### src/rtl/chime_alarm_ctrl.sv
// Hourly chime and daily alarm sequencer for the 100 Hz clock domain.
// Drives the buzzer enable and tone select from the running time of day.
module chime_alarm_ctrl #(
  parameter int BEEP_CYC   = 50,
  parameter int RING_SEC   = 60,
  parameter int SNOOZE_SEC = 300,
  parameter int MAX_SNOOZE = 3
) (
  input  logic       clk,
  input  logic       rst_n,
  input  logic       K0,
  input  logic [4:0] hour,
  input  logic [5:0] minute,
  input  logic [5:0] second,
  input  logic       chime_en,
  input  logic       alarm_en,
  input  logic [4:0] alarm_hour,
  input  logic [5:0] alarm_minute,
  input  logic       SNZ,
  output logic       beep,
  output logic       tone_hi,
  output logic       ringing
);

  // state  | meaning
  // IDLE   | no alarm activity; chime may still beep
  // RING   | alarm sounding, ring timer running down
  // SNOOZE | alarm paused, snooze timer running down

  localparam int RW = (RING_SEC > 1) ? $clog2(RING_SEC) : 1;
  localparam int WW = (SNOOZE_SEC > 1) ? $clog2(SNOOZE_SEC) : 1;
  localparam int SW = (MAX_SNOOZE > 0) ? $clog2(MAX_SNOOZE + 1) : 1;

  localparam logic [6:0]    BEEP_LIM  = 7'(BEEP_CYC);
  localparam logic [6:0]    BEEP_LAST = 7'(BEEP_CYC - 1);
  localparam logic [RW-1:0] RING_LAST = RW'(RING_SEC - 1);
  localparam logic [WW-1:0] WAIT_LAST = WW'(SNOOZE_SEC - 1);
  localparam logic [SW-1:0] SNZ_MAX   = SW'(MAX_SNOOZE);

  typedef enum logic [1:0] {IDLE, RING, SNOOZE} state_t;

  state_t        state, state_nxt;
  logic [5:0]    sec_prev;
  logic [6:0]    phase;
  logic [1:0]    snz_sync;
  logic          chime_act, chime_hi;
  logic [RW-1:0] ring_left, ring_nxt;
  logic [WW-1:0] wait_left, wait_nxt;
  logic [SW-1:0] snz_cnt, snz_nxt;

  logic sec_evt, beep_win, snz_press, chime_arm, alarm_hit;

  assign sec_evt   = (second != sec_prev);
  assign beep_win  = (phase < BEEP_LIM);
  assign snz_press = snz_sync[1] & ~snz_sync[0];
  assign chime_arm = chime_en & ~K0 & (minute == 6'd59) &
                     (second inside {6'd51, 6'd53, 6'd55, 6'd57, 6'd59});
  assign alarm_hit = alarm_en & ~K0 & (second == 6'd0) &
                     (hour == alarm_hour) & (minute == alarm_minute);

  always_ff @(posedge clk or negedge rst_n) begin
    if (!rst_n) begin
      sec_prev  <= '0;
      phase     <= '0;
      snz_sync  <= 2'b11;
      chime_act <= 1'b0;
      chime_hi  <= 1'b0;
    end else begin
      sec_prev <= second;
      snz_sync <= {snz_sync[0], SNZ};
      if (sec_evt)
        phase <= '0;
      else if (phase != 7'd127)
        phase <= phase + 7'd1;
      // a fresh second either re-arms the chime or cancels a stale one
      if (sec_evt) begin
        chime_act <= chime_arm;
        if (chime_arm)
          chime_hi <= (second == 6'd59);
      end else if (phase >= BEEP_LAST) begin
        chime_act <= 1'b0;
      end
    end
  end

  // timers hold seconds remaining and expire on the second event at zero
  always_comb begin
    state_nxt = state;
    ring_nxt  = ring_left;
    wait_nxt  = wait_left;
    snz_nxt   = snz_cnt;
    if (!alarm_en || K0) begin
      state_nxt = IDLE;
    end else begin
      case (state)
        IDLE: begin
          if (sec_evt && alarm_hit) begin
            state_nxt = RING;
            ring_nxt  = RING_LAST;
            snz_nxt   = '0;
          end
        end
        RING: begin
          if (snz_press) begin
            if (snz_cnt < SNZ_MAX) begin
              state_nxt = SNOOZE;
              snz_nxt   = snz_cnt + SW'(1);
              wait_nxt  = WAIT_LAST;
            end else begin
              state_nxt = IDLE;
            end
          end else if (sec_evt) begin
            if (ring_left == '0)
              state_nxt = IDLE;
            else
              ring_nxt = ring_left - RW'(1);
          end
        end
        SNOOZE: begin
          if (sec_evt) begin
            if (wait_left == '0) begin
              state_nxt = RING;
              ring_nxt  = RING_LAST;
            end else begin
              wait_nxt = wait_left - WW'(1);
            end
          end
        end
        default: state_nxt = IDLE;
      endcase
    end
  end

  always_ff @(posedge clk or negedge rst_n) begin
    if (!rst_n) begin
      state     <= IDLE;
      ring_left <= '0;
      wait_left <= '0;
      snz_cnt   <= '0;
      beep      <= 1'b0;
      tone_hi   <= 1'b0;
      ringing   <= 1'b0;
    end else begin
      state     <= state_nxt;
      ring_left <= ring_nxt;
      wait_left <= wait_nxt;
      snz_cnt   <= snz_nxt;
      ringing   <= (state == RING);
      beep      <= (state == RING) ? beep_win : (chime_act & beep_win);
      tone_hi   <= (state != RING) & chime_act & chime_hi;
    end
  end

endmodule

### config.mk
export PLATFORM = sky130hd
export DESIGN_NAME = chime_alarm_ctrl
export DESIGN_NICKNAME = d
export VERILOG_FILES = /design/src/rtl/chime_alarm_ctrl.sv
export SDC_FILE = /design/constraint.sdc
export NUM_CORES = 1
export LEC_CHECK = 0
export BUFFER_PORTS_ARGS = -buffer_cell sky130_fd_sc_hd__buf_4
export CAP_MARGIN = 30
export CORE_MARGIN = 2
export CORE_UTILIZATION = 56
export CTS_BUF_LIST = sky130_fd_sc_hd__clkbuf_16
export DETAILED_ROUTE_END_ITERATION = 8
export PLACE_DENSITY = 0.86
export SYNTH_ARGS = -nofsm -noshare
export SYNTH_HDL_FRONTEND = slang
export SYNTH_SLANG_ARGS = --single-unit
### constraint.sdc
create_clock -name clk -period 3 [get_ports clk]
set_clock_uncertainty 0.2 [all_clocks]
set_input_delay 0.6 -clock clk [delete_from_list [all_inputs] [get_ports clk]]
set_output_delay 0.6 -clock clk [all_outputs]
set_load 0.005 [all_outputs]
Word level (Yosys, flattened, before mapping)

Cells that the tools add are included.

Add/sub/neg operators: 4
Multiply operators: 0
Divide/modulo/power cells: 0
$lt $le $gt $ge: 3
Equality and inequality tests: 27
Shift-type cells: 0
Multiplexer cells: 30
Bitwise operators: 14
Reduce and logical (&&, ||, !) cells: 18

Operator list:

| kind                | count |
|---|---|
| $eq 6x6->1 const B  | 6 |
| $mux 6              | 6 |
| $mux 9              | 4 |
| $mux 2              | 11 |
| $ne 2x2->1 const B  | 9 |
| $pmux 6 s3          | 1 |
| $pmux 9 s2          | 1 |
| $mux 7              | 2 |
| $logic_not 6->1     | 2 |
| $and 1x1->1         | 11 |
| $reduce_and 5->1    | 2 |
| $logic_not 9->1     | 1 |
| $ne 3x3->1 const B  | 3 |
| $sub 9x1->9 const B | 1 |
| $ne 4x4->1 const B  | 2 |
| $reduce_and 8->1    | 1 |
| $reduce_bool 2->1   | 4 |
| $add 7x1->7 const B | 1 |
| $ge 7x6->1 const B  | 1 |
| $lt 7x6->1 const B  | 1 |
| $ne 7x7->1 const B  | 1 |
| $eq 6x6->1          | 1 |
| $ne 6x6->1          | 1 |
| $pmux 2 s3          | 1 |
| 18 further kinds    | 22 |

Flip-flop bits (word level): 39
Latch bits: 0
Bits in writable memories: 0
Bits in read-only memories: 0
Input bits: 34
Output and inout bits: 3
Word-level logic and storage cells: 108
Memories: 0

Longest topological paths before layout

Gate-level depths: netlist (run 1).

Depth in word-level cells: 9
Depth in mapped cells: 8
Depth with buffers taken out: 7

Worst setup path before layout (run 1)

No wires, ideal clock.

Path type: input-to-reg
From: input port second[1]
To: register ring_left[4]
Setup time: 0.067 ns
Data arrival time: 1.965 ns
Data required time: 2.733 ns
Path slack: 0.768 ns
Cell stages on the path: 5
Buffers on the path: 0
Path through: or3_4 nor4_4 nand4_2 a211oi_4 o221a_1

Longest elaborated chain between the ends: 7
Elaborated cells between the ends (all ways): 10

RTL lines:

| what                                | RTL line | text |
|---|---|---|
| start, declared                     | 14       | `input logic [5:0] second,` |
| $logic_not 6->1                     | 58       | `assign alarm_hit = alarm_en & ~K0 & (second == 6'd0) &` |
| $and 1x1->1 (2 in a row)            | 58       |  |
| $and 1x1->1                         | 59       | `(hour == alarm_hour) & (minute == alarm_minute);` |
| $logic_and 1x1->1                   | 97       | `if (sec_evt && alarm_hit) begin` |
| $ne 2x2->1 (no source line)         | n/a      |  |
| $reduce_and 8->1 (no source line) * | n/a      |  |
| end signal, assigned                | 145      | `ring_left <= ring_nxt;` |
| end, declared                       | 47       | `logic [RW-1:0] ring_left, ring_nxt;` |

Mark *: on every way between the ends. The rest lies on a longest branch, timed or not.
A chain may end at the register's enable or synchronous reset.

Worst setup path in the final report (run 1)

From: register wait_left[0]
To: register ring_left[4]

Longest elaborated chain between the ends: 3

RTL lines:

| what                              | RTL line | text |
|---|---|---|
| start, declared                   | 48       | `logic [WW-1:0] wait_left, wait_nxt;` |
| start signal, assigned            | 146      | `wait_left <= wait_nxt;` |
| $logic_not 9->1                   | 121      | `if (wait_left == '0) begin` |
| $ne 2x2->1 (no source line)       | n/a      |  |
| $reduce_and 8->1 (no source line) | n/a      |  |

No other way between the ends.

==> flow_metrics.py, run 1 <==
metrics = {
    "sta": {
        "report.final.slew_viol_count": 0,
        "slew_headroom_pct": 46.6,
        "period_minus_slack_ps": 2490,
        "fmax_ghz": 0.401,
        "hold_viol": 0,
        "worstMarginPinSlew_ps": 801,
        "setup_violations": 0,
        "rsz0062_at_grt": "no",
        "setup-tns-final_ps": 0,
        "fin_crit_sh_pct": 83.1,
    },
    "critical_path": {
        "path_max_fanout": 6,
        "rr_endpoint": "ring_left[4]",
        "worstRegToRegCells": 7,
        "max_stage_delay_ps": 490,
        "path_buf_inv": 1,
        "crit_required_ps": 3020,
        "start_kind": "register",
        "crit_type": "register to register",
        "critPathTopFamily": "compound AO/OA/AOI/OAI gates",
        "cpMaxStageDelayCell": "or4b_1",
        "path_cells": "inv_1 > ha_1 > or4b_1 > o21ai_0 > nand2_1 > a211oi_4 > o221a_1",
        "arrival_ps": 2520,
        "endpoint_kind": "register",
        "reg2reg_from": "wait_left[0]",
        "reg2reg_slack_ps": 510,
    },
    "die": {
        "fp.dieW_microns": 67.9,
        "die-area_sq_um": 4610,
        "coreArea_sq_um": 3970,
        "num_rows": 23,
        "fp.dieH_microns": 67.9,
        "num_io_pins": 37,
        "initial_core_util_pct": 57.6,
    },
    "finish": {
        "layout-drive-gt1-share_pct": 24.3,
        "design_area_sq_um": 2780,
        "area_growth_pct": 21.4,
        "nFillCells": 291,
        "diodes": 0,
        "nets": 303,
    },
    "synth": {
        "avgSynthCellArea_sq_um": 10.3,
        "synthTopCellsByArea": "dfrtp_1 (40%), xor2_1 (5.4%), ha_1 (3.8%), nor2_1 (3.0%), xnor2_1 (2.7%)",
        "ys_types": 59,
        "synth_area_sq_um": 2290,
        "yosysTopAreaCell": "dfrtp_1",
        "syn_nets": 263,
        "synth_most_common_cell": "dfrtp_1",
        "seq_area_frac_synth_pct": 42.8,
        "ys_top_cells_by_count": "dfrtp_1 (37), nor2_1 (18), nand2_1 (14), xor2_1 (14)",
        "synth_top_area_share_pct": 40.5,
        "ys_warn_count": 0,
        "synthFlopType": "dfrtp_1",
        "ys_ff_latch": 39,
        "synthArstFlopShare_pct": 100,
        "synth_cells": 222,
        "synth_edf_count": 0,
    },
    "power_and_ir_drop": {
        "ir_worst_vdd_mv": 0.323,
        "powerDensity_nw_per_um2": 457,
        "p_leak_nw": 1.23,
    },
    "clock_tree": {
        "cts_buffers": 5,
        "cts_tree": "yes",
        "post-cts-setup-buffers": 0,
        "h-tree-depth": 2,
        "cts.path.max_buffers": 2,
        "clock-sinks": 39,
        "cts-root-buf": "clkbuf_16",
        "postCtsResizedCells": 0,
        "path_clk_slew_ps": 60,
        "insertion_delay_ps": 290,
        "hold_buffers": 0,
    },
    "flow_run": {
        "maxCapViolCount": 0,
    },
    "routing": {
        "drt_pass1_iterations": 4,
        "drc": 0,
        "wl_per_cell_microns": 16.3,
        "drt_wl_total_microns": 5110,
        "ant_nets": 0,
        "drtIter0Drc": 154,
        "vias": 1894,
        "vias_per_cell": 6.05,
    },
    "place": {
        "io_buffer_count": 36,
        "dpl.hpwl_microns": 3600,
        "routabilityCongestion": 0.821,
        "placedInstanceArea_sq_um": 2610,
    },
    "grt": {
        "grt_pass1_vias": 1965,
        "grt_max_degree": 40,
        "grt_first_pass_wirelength_microns": 8810,
        "grt_usage_pct": 25.9,
        "grt-ovfl-total": 0,
        "antenna_found_initial": 0,
    },
    "worst_hold_path": {
        "min_path_type": "input pin to async pin",
    },
    "run_status": {
        "outcome": "finished clean",
    },
}
-- worst reg2reg max path: stages (launching register included) --
cell and delay, ps:
dfrtp_1 430, inv_1 110, ha_1 150, or4b_1 490, o21ai_0 320, nand2_1 190
a211oi_4 310, o221a_1 230
-- stage by stage --
step           power, W  std cells  hold slack [ps]  worst slack [ps]  util [%]
2_1_floorplan  0.000604        222              104               768         -
6_report        0.00127        313             75.3               507      70.0
4_1_cts         0.00128        313             97.8               557      70.0
5_1_grt         0.00131        313              127               408      70.0
3_3_place_gp   0.000663        305              170               422      65.7
3_5_place_dp   0.000666        305              169               368      65.7
-- cell families after synthesis --
logic type,count (synthesis),share of synthesized area (%)
compound gates,44,15.7
xor+xnor,21,8.04
fa+ha+maj,7,3.83
buf+inv,16,3.23
flops,39,42.8
mux,3,1.64
simple gates,92,24.8
-- worst max-delay path by stage --
| stage | from | to | slack, ps | depth (start not counted) |
|---|---|---|---|---|
| 2_1_floorplan | second[1] | ring_left[4] | 770 | 5 |
| 3_5_place_dp | second[2] | ring_left[0] | 370 | 6 |
| 4_1_cts | wait_left[0] | ring_left[0] | 560 | 7 |
| 3_3_place_gp | second[2] | ring_left[0] | 420 | 6 |
| 5_1_grt | wait_left[0] | ring_left[4] | 410 | 7 |
| 6_report | wait_left[0] | ring_left[4] | 510 | 7 |
-- flip-flops by register name, indices dropped and copies added (netlist names) --
signal	count
snz_cnt	2
state	2
phase	7
beep	1
ringing	1
wait_left	9
chime_act	1
ring_left	6
chime_hi	1
sec_prev	6
snz_sync	2
tone_hi	1
-- layer usage --
| layer | track usage [%] | vias up | part of all wire (%) |
|---|---|---|---|
| met5 | 0 | - | 0 |
| met4 | 9.75 | 0 | 1.7 |
| met3 | 7.07 | 8 | 4.5 |
| met2 | 44.1 | 52 | 51 |
| met1 | 31.3 | 929 | 43 |
| li1 | - | 905 | - |
-- placed cells by master, fill, tap and decap left out, types with 8 or more instances in the layout --
master / synthesis / final
or3_1: 8 / 8
xor2_1: 14 / 14
nor2_1: 18 / 18
nand2_1: 14 / 14
buf_4: 1 / 39
inv_1: 10 / 10
a21oi_1: 10 / 10
dfrtp_1: 37 / 37
-- cell type report --
cell class	count	area (sq um)	area share [%]
multi-input cells	167	1240	44.5
flip-flops and latches	39	978	35.2
repair buffers	39	293	10.5
clock buffers	5	125	4.50
well taps	50	62.6	2.25
clock inverters	3	46.3	1.67
inverters	10	37.5	1.35
-- power by group --
group          total [W]  internal [W]  switching, W  leakage, nW
clock           0.000614      0.000395      0.000219       0.0804
combinational   0.000115     0.0000550     0.0000604        0.635
sequential      0.000541      0.000535    0.00000599        0.516
Note: power is estimated with default switching activity, not from simulation.
==> inputs of run 2 (changes only) <==
- clock period: 3 -> 2.4 ns (I/O delays scaled with it)
==> flow_metrics.py, run 2 (same netlist as run 1, synthesis figures left out) <==
metrics = {
    "run_status": {
        "outcome": "finished clean",
    },
    "routing": {
        "wl_per_cell_microns": 15.5,
        "drc": 0,
        "drt_wl_total_microns": 4980,
        "drt_pass1_iterations": 4,
        "vias_per_cell": 5.98,
        "ant_nets": 0,
        "drtIter0Drc": 142,
        "vias": 1921,
    },
    "critical_path": {
        "path_cells": "ha_1 > or3b_4 > nor2_4 > o32ai_4 > buf_6 > or4_1 > a21oi_1",
        "critPathTopFamily": "simple AND/OR/NAND/NOR gates",
        "arrival_ps": 2320,
        "crit_required_ps": 2410,
        "path_max_fanout": 14,
        "crit_type": "register to register",
        "endpoint_kind": "register",
        "path_buf_inv": 1,
        "start_kind": "register",
        "max_stage_delay_ps": 460,
        "cpMaxStageDelayCell": "or4_1",
    },
    "finish": {
        "regMostFlops": "wait_left",
        "nets": 311,
        "design_area_sq_um": 2830,
        "layout-drive-gt1-share_pct": 26.6,
        "nFillCells": 297,
        "instances_no_fill": 321,
        "final_cell_mix": "buf_4 (45), dfrtp_1 (37), nor2_1 (17)",
        "final_common_cell": "buf_4",
        "top_regs": "wait_left x9, phase x7",
        "largest_register_ffs": 9,
        "diodes": 0,
        "area_growth_pct": 23.5,
    },
    "clock_tree": {
        "cts.path.max_buffers": 2,
        "path_clk_slew_ps": 60,
        "h-tree-depth": 2,
        "clock-sinks": 39,
        "insertion_delay_ps": 290,
        "cts-root-buf": "clkbuf_16",
        "cts_buffers": 5,
        "cts_tree": "yes",
    },
    "sta": {
        "slew_headroom_pct": 66.3,
        "setup_ws_ps": 95.6,
        "rsz0062_at_grt": "yes",
        "setup_violations": 0,
        "report.final.slew_viol_count": 0,
        "hold_viol": 0,
        "fin_crit_sh_pct": 96.0,
        "worstMarginPinSlew_ps": 506,
        "setup-tns-final_ps": 0,
        "period_minus_slack_ps": 2300,
        "fmax_ghz": 0.434,
    },
    "die": {
        "fp.dieW_microns": 67.9,
        "num_rows": 23,
        "initial_core_util_pct": 57.6,
        "fp.dieH_microns": 67.9,
        "num_io_pins": 37,
        "coreArea_sq_um": 3970,
        "die-area_sq_um": 4610,
    },
    "grt": {
        "grt_first_pass_wirelength_microns": 8390,
        "grt_pass1_vias": 1957,
        "grt_usage_pct": 24.0,
        "antenna_found_initial": 0,
        "grt_max_degree": 40,
        "grt-ovfl-total": 0,
    },
    "place": {
        "placedInstanceArea_sq_um": 2660,
        "dp_slack_ps": 18.7,
        "dpl.hpwl_microns": 3630,
        "io_buffer_count": 36,
        "placed_cells": 312,
        "routabilityCongestion": 0.828,
    },
    "flow_run": {
        "maxCapViolCount": 0,
    },
    "power_and_ir_drop": {
        "ir_worst_vdd_mv": 0.391,
        "p_leak_nw": 1.26,
        "powerDensity_nw_per_um2": 526,
        "power_w": 0.00149,
    },
    "worst_hold_path": {
        "min_path_type": "input pin to register",
    },
}
## run 2: changes by cell type in the layout (fill, tap and decap cells not counted), sizes merged
cell / change
clkinv: +2
dlygate4sd3: +1
inv: -1
bufinv: -1
buf: +7
## run 2: through the flow
step                hold WS (ps)  util, %
global route                 101     71.2
detailed placement           169     67.0
floorplan                  -15.6        -
global placement             172     67.0
finish                       102     71.2
CTS                          102     71.0
## run 2: repair_timing
action,CTS,global route
setup buffers,0,0
endpoints found under the hold margin,37,0
resized for setup,0,3
hold buffers,1,0
endpoints found under the setup margin,0,7
## run 2: worst paths after layout
check / start / endpoint / slack (ps) / cells after the start
setup / recovery: snz_cnt[1] / wait_left[6] / 100 / 7
hold / removal: SNZ / snz_sync[0] / 100 / 1
setup reg to reg: snz_cnt[1] / wait_left[6] / 100 / 7
hold reg to reg: snz_sync[0] / snz_sync[1] / 180 / 0
max in group asynchronous: rst_n / snz_sync[1] / 1130 / 2
min in group asynchronous: rst_n / wait_left[6] / 510 / 2
## run 2: area by class of cell
cell class	count	area [sq um]	share of cell area (%)
flip-flops and latches	39	978	34.6
repair buffers	47	359	12.7
clock inverters	3	25.0	0.885
inverters	10	37.5	1.33
multi-input cells	167	1240	43.8
well taps	50	62.6	2.21
clock buffers	5	125	4.43
## run 2: power by group
part | total (W) | switching (W) | internal, W
logic | 0.000149 | 0.0000762 | 0.0000725
registers | 0.000676 | 0.00000707 | 0.000669
clock network | 0.000662 | 0.000274 | 0.000388
total | 0.00149 | 0.000357 | 0.00113
## run 2: routing by layer
layer / GRT usage [%] / wire length, microns / vias up
met1: 30.3 / 2200 / 934
met2: 39.8 / 2470 / 62
met5: 0 / 0 / -
met3: 6.41 / 231 / 10
met4: 8.00 / 82 / 0
li1: - / - / 915
==> inputs of run 3 (changes only) <==
- RECOVER_POWER: not set -> 50
==> flow_metrics.py, run 3 (same netlist as run 1, synthesis figures left out) <==
metrics = {
    "finish": {
        "regMostFlops": "wait_left",
        "nFillCells": 302,
        "layout-drive-gt1-share_pct": 24.0,
        "area_growth_pct": 22.3,
        "instances_no_fill": 321,
        "top_regs": "wait_left x9, phase x7",
        "largest_register_ffs": 9,
        "final_cell_mix": "dfrtp_1 (37), buf_4 (36), nor2_1 (17)",
        "final_common_cell": "dfrtp_1",
        "nets": 311,
        "diodes": 0,
    },
    "place": {
        "io_buffer_count": 36,
        "placed_cells": 312,
        "routabilityCongestion": 0.828,
        "dpl.hpwl_microns": 3630,
    },
    "power_and_ir_drop": {
        "ir_worst_vdd_mv": 0.391,
        "p_leak_nw": 1.23,
        "power_w": 0.00148,
        "powerDensity_nw_per_um2": 530,
    },
    "die": {
        "die-area_sq_um": 4610,
        "initial_core_util_pct": 57.6,
        "num_rows": 23,
        "fp.dieH_microns": 67.9,
        "coreArea_sq_um": 3970,
        "num_io_pins": 37,
        "fp.dieW_microns": 67.9,
    },
    "clock_tree": {
        "clock-sinks": 39,
        "h-tree-depth": 2,
        "cts-root-buf": "clkbuf_16",
        "cts_buffers": 5,
        "cts_tree": "yes",
        "path_clk_slew_ps": 60,
        "insertion_delay_ps": 290,
        "cts.path.max_buffers": 2,
    },
    "critical_path": {
        "reg2reg_slack_ps": 100,
        "crit_type": "register to register",
        "start_kind": "register",
        "arrival_ps": 2310,
        "cpMaxStageDelayCell": "or4_1",
        "reg2reg_from": "snz_cnt[1]",
        "crit_required_ps": 2410,
        "endpoint_kind": "register",
        "path_max_fanout": 14,
        "max_stage_delay_ps": 460,
        "crit_start": "snz_cnt[1]",
        "path_cells": "ha_1 > or3b_4 > nor2_4 > o32ai_4 > buf_6 > or4_1 > a21oi_1",
    },
    "flow_run": {
        "maxCapViolCount": 0,
    },
    "worst_hold_path": {
        "min_path_type": "input pin to register",
        "min_from": "SNZ",
    },
    "sta": {
        "hold_viol": 0,
        "report.final.slew_viol_count": 0,
        "setup-tns-final_ps": 0,
        "rsz0062_at_grt": "yes",
        "worstMarginPinSlew_ps": 970,
        "fin_crit_sh_pct": 96.0,
        "slew_headroom_pct": 35.3,
        "period_minus_slack_ps": 2300,
        "setup_violations": 0,
        "fmax_ghz": 0.434,
    },
    "grt": {
        "grt_first_pass_wirelength_microns": 8390,
        "grt_pass1_vias": 1957,
        "grt_max_degree": 40,
        "grt-ovfl-total": 0,
        "grt_usage_pct": 24.0,
        "antenna_found_initial": 0,
    },
    "routing": {
        "drt_wl_total_microns": 4980,
        "ant_nets": 0,
        "vias": 1924,
        "wl_per_cell_microns": 15.5,
        "vias_per_cell": 5.99,
        "drc": 0,
        "drtIter0Drc": 135,
        "drt_pass1_iterations": 4,
    },
    "run_status": {
        "outcome": "finished clean",
    },
}
-- run 3: changes by cell type in the layout (fill, tap and decap cells not counted) --
cell	previous run	this run
clkbuf_4	0	1
clkbuf_2	0	1
buf_4	45	36
clkbuf_1	0	7
-- run 3: critical path: cells and delay by family, from the launching register on --
family / cells / cell delay, ps
flip-flops: 1 / 400
buffers and inverters: 1 / 160
adder cells (fa/ha/maj): 1 / 180
AO/OA/AOI/OAI: 2 / 270
AND/OR/NAND/NOR: 3 / 1010
-- run 3: final timing paths --
kind                                      to  cells after the start
max in group asynchronous            tone_hi                      2
worst min register to register   snz_sync[1]                      0
worst max-delay path            wait_left[6]                      7
min in group asynchronous       wait_left[6]                      2
worst min-delay path             snz_sync[0]                      1
worst max register to register  wait_left[6]                      7
-- run 3: layer usage --
layer / up-vias / global-route usage [%] / share of wire (%)
li1: 917 / - / -
met1: 936 / 30.3 / 44
met2: 61 / 39.8 / 50
met3: 10 / 6.41 / 4.5
met4: 0 / 8.00 / 1.6
met5: - / 0 / 0
-- run 3: what timing repair did --
| action | 4_1_cts | 5_1_grt |
|---|---|---|
| setup endpoints to repair | 0 | 7 |
| hold buffers | 1 | 0 |
| hold endpoints to repair | 37 | 0 |
| buffers inserted | 0 | 0 |
| gates resized for setup | 0 | 3 |
-- run 3: power by group --
group          internal (W)  switching, W
clock network      0.000388      0.000275
registers          0.000669    0.00000705
logic             0.0000673     0.0000762
-- run 3: cell type report --
| type | instances | area [sq um] | area share [%] |
|---|---|---|---|
| multi-input combinational | 167 | 1240 | 44.3 |
| sequential | 39 | 978 | 35.0 |
| timing repair buffer | 47 | 330 | 11.8 |
| clock buffer | 5 | 125 | 4.47 |
| tap | 50 | 62.6 | 2.24 |
| inverter | 10 | 37.5 | 1.34 |
| clock inverter | 3 | 25.0 | 0.894 |
-- run 3: per-stage QoR --
| step | instance area [sq um] | hold WS [ps] | setup WS [ps] | utilization [%] |
|---|---|---|---|---|
| after floorplan | 2290 | -15.6 | 175 | - |
| after global placement | 2660 | 172 | 75.6 | 67.0 |
| after detailed placement | 2660 | 169 | 18.7 | 67.0 |
| after CTS | 2820 | 102 | 57.3 | 71.0 |
| after global routing | 2800 | 104 | -7.00 | 70.4 |
| final | 2800 | 105 | 96.3 | 70.4 |
